==> src/rtl/fifo_wptr_full.sv <==
// Purpose : write-side pointer/flag control for an async FIFO (write address, Gray write pointer,
//           full, almost-full, occupancy estimate, sticky overflow).
// Latency : an accepted write updates the flags on its own edge; read-pointer changes reach the
//           flags on the 3rd wclk edge (2-flop sync + flag register).
// Backpr. : wfull_o blocks writes; a write attempted while full is dropped and sets wovf_o.
//
// Ports:
//   wclk_i          write-domain clock (posedge)
//   wrst_n_i        synchronous active-low reset
//   winc_i          write request
//   rptr_gray_i     Gray read pointer from the read clock domain (asynchronous)
//   wovf_clr_i      one-cycle clear for the sticky overflow flag
//   waddr_o         memory write address (low bits of the binary write pointer)
//   wptr_o          registered Gray write pointer for the read-side synchronizer
//   wfull_o         FIFO full
//   walmost_full_o  occupancy >= DEPTH - AF_MARGIN
//   wcount_o        occupancy estimate 0..DEPTH as seen from wclk
//   wovf_o          sticky: a write was attempted while full
module fifo_wptr_full #(
  parameter int ADDR_SIZE = 4,
  parameter int AF_MARGIN = 2
) (
  input  logic                 wclk_i,
  input  logic                 wrst_n_i,
  input  logic                 winc_i,
  input  logic [ADDR_SIZE:0]   rptr_gray_i,
  input  logic                 wovf_clr_i,
  output logic [ADDR_SIZE-1:0] waddr_o,
  output logic [ADDR_SIZE:0]   wptr_o,
  output logic                 wfull_o,
  output logic                 walmost_full_o,
  output logic [ADDR_SIZE:0]   wcount_o,
  output logic                 wovf_o
);

  localparam int A     = ADDR_SIZE;
  localparam int DEPTH = 1 << ADDR_SIZE;
  localparam logic [A:0] AF_LEVEL = (A+1)'(DEPTH - AF_MARGIN);

  // Registered state
  logic [A:0] wbin_q, wbin_d;
  logic [A:0] wptr_q, wptr_d;
  logic [A:0] wq1_q, wq2_q;
  logic       wfull_q, wfull_d;
  logic       waf_q, waf_d;
  logic [A:0] wcount_q, wcount_d;
  logic       wovf_q, wovf_d;

  // Combinational helpers
  logic       wacc;
  logic [A:0] rbin_s;
  logic [A:0] occ;
  logic [A:0] full_cmp;

  function automatic logic [A:0] gray2bin(input logic [A:0] g);
    logic [A:0] b;
    b[A] = g[A];
    for (int i = A - 1; i >= 0; i--) begin
      b[i] = b[i+1] ^ g[i];
    end
    return b;
  endfunction

  always_comb begin
    wacc     = winc_i & ~wfull_q;
    wbin_d   = wbin_q + {{A{1'b0}}, wacc};
    wptr_d   = (wbin_d >> 1) ^ wbin_d;
    rbin_s   = gray2bin(wq2_q);
    occ      = wbin_d - rbin_s;
    // Full when the write pointer is exactly one lap ahead of the synced read pointer;
    // in Gray code that is the read pointer with its two MSBs inverted.
    full_cmp = {~wq2_q[A:A-1], wq2_q[A-2:0]};
    wfull_d  = (wptr_d == full_cmp);
    waf_d    = (occ >= AF_LEVEL);
    wcount_d = occ;
    // Set has priority over clear so a coincident overflow is never lost.
    wovf_d   = (winc_i & wfull_q) | (wovf_q & ~wovf_clr_i);
  end

  always_ff @(posedge wclk_i) begin
    if (!wrst_n_i) begin
      wbin_q   <= '0;
      wptr_q   <= '0;
      wq1_q    <= '0;
      wq2_q    <= '0;
      wfull_q  <= 1'b0;
      waf_q    <= 1'b0;
      wcount_q <= '0;
      wovf_q   <= 1'b0;
    end else begin
      wbin_q   <= wbin_d;
      wptr_q   <= wptr_d;
      wq1_q    <= rptr_gray_i;
      wq2_q    <= wq1_q;
      wfull_q  <= wfull_d;
      waf_q    <= waf_d;
      wcount_q <= wcount_d;
      wovf_q   <= wovf_d;
    end
  end

  assign waddr_o        = wbin_q[A-1:0];
  assign wptr_o         = wptr_q;
  assign wfull_o        = wfull_q;
  assign walmost_full_o = waf_q;
  assign wcount_o       = wcount_q;
  assign wovf_o         = wovf_q;

endmodule

==> config.mk <==
export PLATFORM = sky130hd
export DESIGN_NAME = fifo_wptr_full
export DESIGN_NICKNAME = d
export VERILOG_FILES = /design/src/rtl/fifo_wptr_full.sv
export SDC_FILE = /design/constraint.sdc
export NUM_CORES = 1
export LEC_CHECK = 0
export CORE_MARGIN = 2
export CORE_UTILIZATION = 40
export CTS_CLUSTER_DIAMETER = 120
export CTS_CLUSTER_SIZE = 12
export DETAILED_ROUTE_END_ITERATION = 8
export GPL_TIMING_DRIVEN = 1
export SLEW_MARGIN = 0
export SYNTH_ARGS = -nofsm -noshare
export SYNTH_HDL_FRONTEND = slang
export SYNTH_SLANG_ARGS = --single-unit
==> constraint.sdc <==
create_clock -name wclk_i -period 3.07 [get_ports wclk_i]
set_input_delay 0.307 -clock wclk_i [delete_from_list [all_inputs] [get_ports wclk_i]]
set_output_delay 0.307 -clock wclk_i [all_outputs]
set_load 0.03 [all_outputs]
==> out/results.tsv, run 1 <==
stage	metric	value	unit
outcome	status	complete, no violations	
finish	area_delta_synth_final	24.7	%
finish	final_cell_mix	dfxtp_1 (27), clkdlybuf4s50_1 (25), and2_1 (16), xnor2_1 (11), xor2_1 (10)	
synthesis	syn_area_per_cell	10.7	µm²
job	drv_cap	0	
routing	wl_per_cell	10.7	µm
sta	fmax	392	MHz
worst_setup_path	critPathLaunchType	input pin	
synthesis	yosys.area_share.simple	22.9	%
routing	drt_pass1_iterations	2	
floorplanning	fp.dieArea	3600	µm²
clock_tree	cts_tree	yes	
power	swShare	31.0	%
routing	wl_met1	987	µm
routing	wl	1990	µm
place	gp_congestion	0.818	
power	power.switching	243	µW
clock_tree	clkTransAtPathRegs	0.15	ns
synthesis	synthesis.nets	133	
sta	worst_slew_pin_slew	0.703	ns
routing	ant_nets	0	
floorplanning	die_h	60.0	µm
synthesis	ys_ff_latch	27	
clock_tree	clockRootBuffer	clkbuf_4	
synthesis	yosysWarnings	0	
sta	hold_viol_final	0	
sta	rsz0062_at_grt	false	
worst_setup_path	cp_slowest_cell	clkdlybuf4s50_1	
synthesis	ys.flop_type	dfxtp_1	
floorplanning	core	3030	µm²
power	peakVddDrop	0.328	mV
finish	design_area	1560	µm²
sta	hold_ws	0.454	ns
routing	drcViolationCount	0	
place	place_ws	0.164	ns
synthesis	syn_area	1250	µm²
clock_tree	cts_resized	0	
grt	grt_remaining_overflow	0	
power	pwr-share-comb	29.8	%
sta	min_period	2.55	ns
worst_setup_path	crit_path_end_kind	flip-flop	
routing	met2_length	915	µm
routing	routed.top_layer	met4	
routing	vias	826	
sta	skew	0.00513	ns
clock_tree	cts_buffers	3	
sta	drv_slew	0	
synthesis	synthAdderAreaFrac	7.58	%
worst_setup_path	crit_chain	clkdlybuf4s50_1, nor2b_1, ha_1, nand3_1, xor2_1, inv_1, ha_1, or3_1, and3_1	
grt	grt_max_degree	28	
place	io_buffers	25	
sta	fin_ws	0.519	ns
synthesis	synthMuxAreaShare	0	%
grt	grt_pass1_wl	3370	µm
routing	vias_per_cell	4.44	
clock_tree	cts_setup_buffers	0	
finish	layout_commonest_cell	dfxtp_1	
worst_setup_path	critPathMaxFanout	8	
sta	timing.final.crit_share	83.1	%
power	pwr-share-seq	50.2	%
routing	met3_length	68	µm
place	postPlaceCellArea	1530	µm²
synthesis	synth_cell_type_count	31	
power	intPower	542	µW
worst_setup_path	slowest_delay	0.47	ns
clock_tree	cts_max_level	1	
power	power_density	502	nW/µm²
sta	setup_viol	0	
clock_tree	clock_latency	0.32	ns
synthesis	synth-xor-area-share	16.9	%
synthesis	postSynthCellCount	117	
sta	slew_headroom	53.0	%
floorplanning	fp-row-count	20	
floorplanning	die_w	60.0	µm
sta	setup-tns-final	0	ns
grt	grt_pass1_vias	740	
worst_setup_path	arrival	2.78	ns
finish	drive_gt1_share	7.04	%
worst_setup_path	critPathKind	input pin to flip-flop	
worst_setup_path	worst_ep_required_time	3.30	ns
clock_tree	clock_path_buffers	2	
clock_tree	hold_buffers	0	
synthesis	synth_compound_area_share	5.09	%
floorplanning	start_util	41.4	%
grt	track_usage	12.7	%
synthesis	synth_edf_count	0	
synthesis	synthArstFlopShare	0	%
worst_setup_path	crit_path_frequent_cell	ha_1	
min_path	hold_class	flip-flop to flip-flop	
power	clock_power_share	20.0	%
finish	finalNetCount	159	
finish	antennaDiodeCount	0	
grt	antenna_found_initial	0	
power	p_leak	0.620	nW
synthesis	synth_top_family_by_area	simple AND/OR/NAND/NOR gates	
routing	drt_iter0_markers	11	
synthesis	ys_seq_area_share	43.1	%
place	dp_hpwl	1510	µm
floorplanning	io_pins	26	
clock_tree	cts_num_sinks	27	
==> registers in the layout, summed over array words and instances, names as in the netlist <==
name,cells
wbin_q,5
wcount_o,5
wq1_q,5
wq2_q,5
wptr_o,4
walmost_full_o,1
wfull_o,1
wovf_o,1
==> power groups by stage <==
stage | Clock (mW) | Sequential [mW] | Combinational, mW
2_1_floorplan | 0 | 0.447 | 0.115
3_3_place_gp | 0 | 0.402 | 0.235
3_5_place_dp | 0 | 0.402 | 0.236
4_1_cts | 0.164 | 0.394 | 0.237
5_1_grt | 0.179 | 0.398 | 0.259
6_report | 0.157 | 0.394 | 0.234
==> worst max-delay path: cells and delay by family <==
| family | cells | cell delay (ns) |
|---|---|---|
| AND/OR/NAND/NOR | 4 | 0.91 |
| adder cells (fa/ha/maj) | 2 | 0.72 |
| buffers and inverters | 2 | 0.55 |
| XOR/XNOR | 1 | 0.28 |
==> layer usage <==
layer  global-route usage [%]  vias up
met1                     17.3      375
met4                     2.86        0
li1                         -      429
met5                        0        -
met3                     2.60        2
met2                     20.5       20
==> cell type report <==
| cell class | instances | area, µm² |
|---|---|---|
| clock buffers | 3 | 22.5 |
| clock inverters | 1 | 7.51 |
| fillers | 289 | 1470 |
| inverters | 6 | 22.5 |
| multi-input cells | 79 | 657 |
| flip-flops and latches | 27 | 541 |
| well taps | 44 | 55.1 |
| repair buffers | 26 | 258 |
==> cell families after synthesis <==
kind of cell             count (synthesis)
AO/OA/AOI/OAI                            9
XOR/XNOR                                22
adder cells (fa/ha/maj)                  7
buffers and inverters                   11
flip-flops                              27
AND/OR/NAND/NOR                         41
==> final timing paths <==
check,from,end,slack [ns],depth (start not counted)
worst max-delay path,winc_i,wcount_o[3]$_SDFF_PN0_,0.52,9
worst min-delay path,wq1_q[1]$_SDFF_PN0_,wq2_q[1]$_SDFF_PN0_,0.45,1
worst max register to register,wq2_q[4]$_SDFF_PN0_,walmost_full_o$_SDFF_PN0_,0.56,11
worst min register to register,wq1_q[1]$_SDFF_PN0_,wq2_q[1]$_SDFF_PN0_,0.45,1
==> cells in the mapped netlist, drive strengths merged (2+ instances only) <==
cell / n / area, µm²
nand3: 2 / 10.0
ha: 6 / 75.1
clkbuf: 2 / 7.51
xnor2: 11 / 96.3
nand2: 2 / 7.51
buf: 3 / 26.3
dfxtp: 27 / 541
nand4b: 2 / 17.5
xor2: 11 / 115
and2: 16 / 100
inv: 6 / 22.5
nor2b: 9 / 56.3
a21boi: 4 / 30.0
and3: 2 / 13.8
==> per-stage QoR <==
| stage | utilization, % | power, mW | std cells |
|---|---|---|---|
| after detailed placement | 50.6 | 0.638 | 182 |
| after floorplan | - | 0.563 | 117 |
| after global placement | 50.6 | 0.636 | 182 |
| final | 51.6 | 0.784 | 186 |
| after CTS | 51.6 | 0.795 | 186 |
| after global routing | 51.6 | 0.836 | 186 |
Note: power is estimated with default switching activity, not from simulation.
==> run 2, diff against run 1 <==
==> constraint.sdc (replaced) <==
create_clock -name wclk_i -period 2.5 [get_ports wclk_i]
set_input_delay 0.25 -clock wclk_i [delete_from_list [all_inputs] [get_ports wclk_i]]
set_output_delay 0.25 -clock wclk_i [all_outputs]
set_load 0.03 [all_outputs]
==> run 2 against run 1 <==
Sequential cell count stayed put. Worst setup slack worse by 0.38 ns. Global-route usage is 0.69 points higher.
==> out/results.tsv, run 2 (synthesis results as in run 1) <==
stage	metric	value	unit
finish	seqCellArea	546	µm²
clock_tree	clkTransAtPathRegs	0.14	ns
power	power_density	588	nW/µm²
floorplanning	fp-row-count	20	
worst_setup_path	crit_path_frequent_cell	xor2_1	
clock_tree	cts_num_sinks	27	
finish	drive_gt1_share	22.0	%
worst_setup_path	crit_path_end_kind	flip-flop	
sta	hold_viol_final	0	
sta	slew_headroom	68.9	%
clock_tree	clock_latency	0.32	ns
min_path	hold_class	flip-flop to flip-flop	
finish	fillers	274	
place	dp_hpwl	1640	µm
worst_setup_path	worst_ep_required_time	2.72	ns
sta	skew	0.00658	ns
finish	fin_util	57.1	%
grt	grt_max_degree	25	
routing	drt_pass1_iterations	4	
floorplanning	die_h	60.0	µm
sta	min_period	2.36	ns
power	p_total	1.02	mW
worst_setup_path	critPathMaxFanout	2	
sta	fmax	423	MHz
worst_setup_path	arrival	2.58	ns
finish	finalNetCount	176	
routing	ant_nets	0	
grt	antenna_found_initial	0	
floorplanning	io_pins	26	
place	gp_congestion	0.847	
clock_tree	cts_tree	yes	
floorplanning	start_util	41.4	%
finish	design_area	1730	µm²
sta	worst_slew_pin_slew	0.466	ns
floorplanning	core	3030	µm²
clock_tree	cts_buffers	3	
finish	area_delta_synth_final	38.0	%
worst_setup_path	critical_path_buf_inv_count	1	
routing	drcViolationCount	0	
worst_setup_path	critPathLaunchType	flip-flop	
floorplanning	fp.dieArea	3600	µm²
clock_tree	clock_path_buffers	2	
worst_setup_path	cp_top_family	XOR/XNOR gates	
outcome	status	complete, no violations	
finish	multi_input_area	696	µm²
worst_setup_path	critPathKind	flip-flop to flip-flop	
clock_tree	clockRootBuffer	clkbuf_4	
grt	grt_remaining_overflow	0	
worst_setup_path	cp_slowest_cell	dfxtp_4	
routing	vias	905	
job	drv_cap	0	
place	postPlaceCellArea	1620	µm²
routing	wl	2180	µm
grt	grt_pass1_vias	855	
power	peakVddDrop	0.291	mV
sta	timing.final.crit_share	94.6	%
worst_setup_path	slowest_delay	0.38	ns
floorplanning	die_w	60.0	µm
finish	final_cell_mix	clkdlybuf4s50_1 (25), dfxtp_1 (25), buf_4 (18), and2_1 (16), xnor2_1 (10)	
worst_setup_path	crit_chain	xnor2_2, xor2_1, xor2_1, xnor2_1, ha_2, fa_2, inv_1, a21o_1, a21oi_2, xor2_1, a21boi_1	
grt	grt_pass1_wl	3570	µm
finish	antennaDiodeCount	0	
place	io_buffers	25	
routing	drt_iter0_markers	6	
routing	vias_per_cell	4.46	
sta	drv_slew	0	
routing	wl_per_cell	10.7	µm
grt	track_usage	13.4	%
sta	setup_viol	0	
clock_tree	cts_max_level	1	
power	p_leak	0.708	nW
-- run 2: worst register-to-register path, stage by stage (launching register included) --
cell	delay, ns
dfxtp_4	0.38
xnor2_2	0.19
xor2_1	0.22
xor2_1	0.26
xnor2_1	0.16
ha_2	0.22
fa_2	0.21
inv_1	0.04
a21o_1	0.16
a21oi_2	0.15
xor2_1	0.20
a21boi_1	0.09
-- run 2: path summary, 6_finish.rpt --
| kind | start | slack, ns | end | cells past startpoint |
|---|---|---|---|---|
| max | wq2_q[3]$_SDFF_PN0_ | 0.14 | walmost_full_o$_SDFF_PN0_ | 11 |
| min | wq1_q[1]$_SDFF_PN0_ | 0.45 | wq2_q[1]$_SDFF_PN0_ | 1 |
| max reg2reg | wq2_q[3]$_SDFF_PN0_ | 0.14 | walmost_full_o$_SDFF_PN0_ | 11 |
| min reg2reg | wq1_q[1]$_SDFF_PN0_ | 0.45 | wq2_q[1]$_SDFF_PN0_ | 1 |
-- run 2: repair_timing --
action                                 4_1_cts  5_1_grt
hold buffers                                 0        0
buffers inserted                             1        4
pin swaps                                    2        9
endpoints found under the hold margin        0        0
setup endpoints to repair                    1        3
resized for setup                            1       11
-- run 2: per-stage QoR --
step                instances  setup slack (ns)  hold slack [ns]  TNS (ns)
floorplan                 117             0.140            0.377         0
global placement          194            -0.255            0.415    -0.645
detailed placement        194            -0.269            0.424    -0.707
CTS                       199            0.0103            0.456         0
global route              203           -0.0325            0.478   -0.0479
finish                    203             0.136            0.452         0
-- run 2: layer usage --
metal / GRT usage (%) / vias up / wire length [µm]
li1: - / 461 / -
met1: 15.5 / 410 / 930
met2: 23.4 / 28 / 1090
met3: 3.03 / 6 / 91
met4: 5.40 / 0 / 64
met5: 0 / - / 0
-- run 2: area by class of cell --
cell class	instances	area share, %
Tap cell	44	3.18
Clock buffer	4	1.52
Multi-Input combinational cell	79	40.2
Sequential cell	27	31.5
Timing Repair Buffer	43	22.3
Inverter	6	1.30
-- run 2: power by group --
part / internal [mW] / total (mW) / switching (mW)
Sequential: 0.467 / 0.485 / 0.0180
Clock: 0.0623 / 0.187 / 0.124
Combinational: 0.182 / 0.346 / 0.165
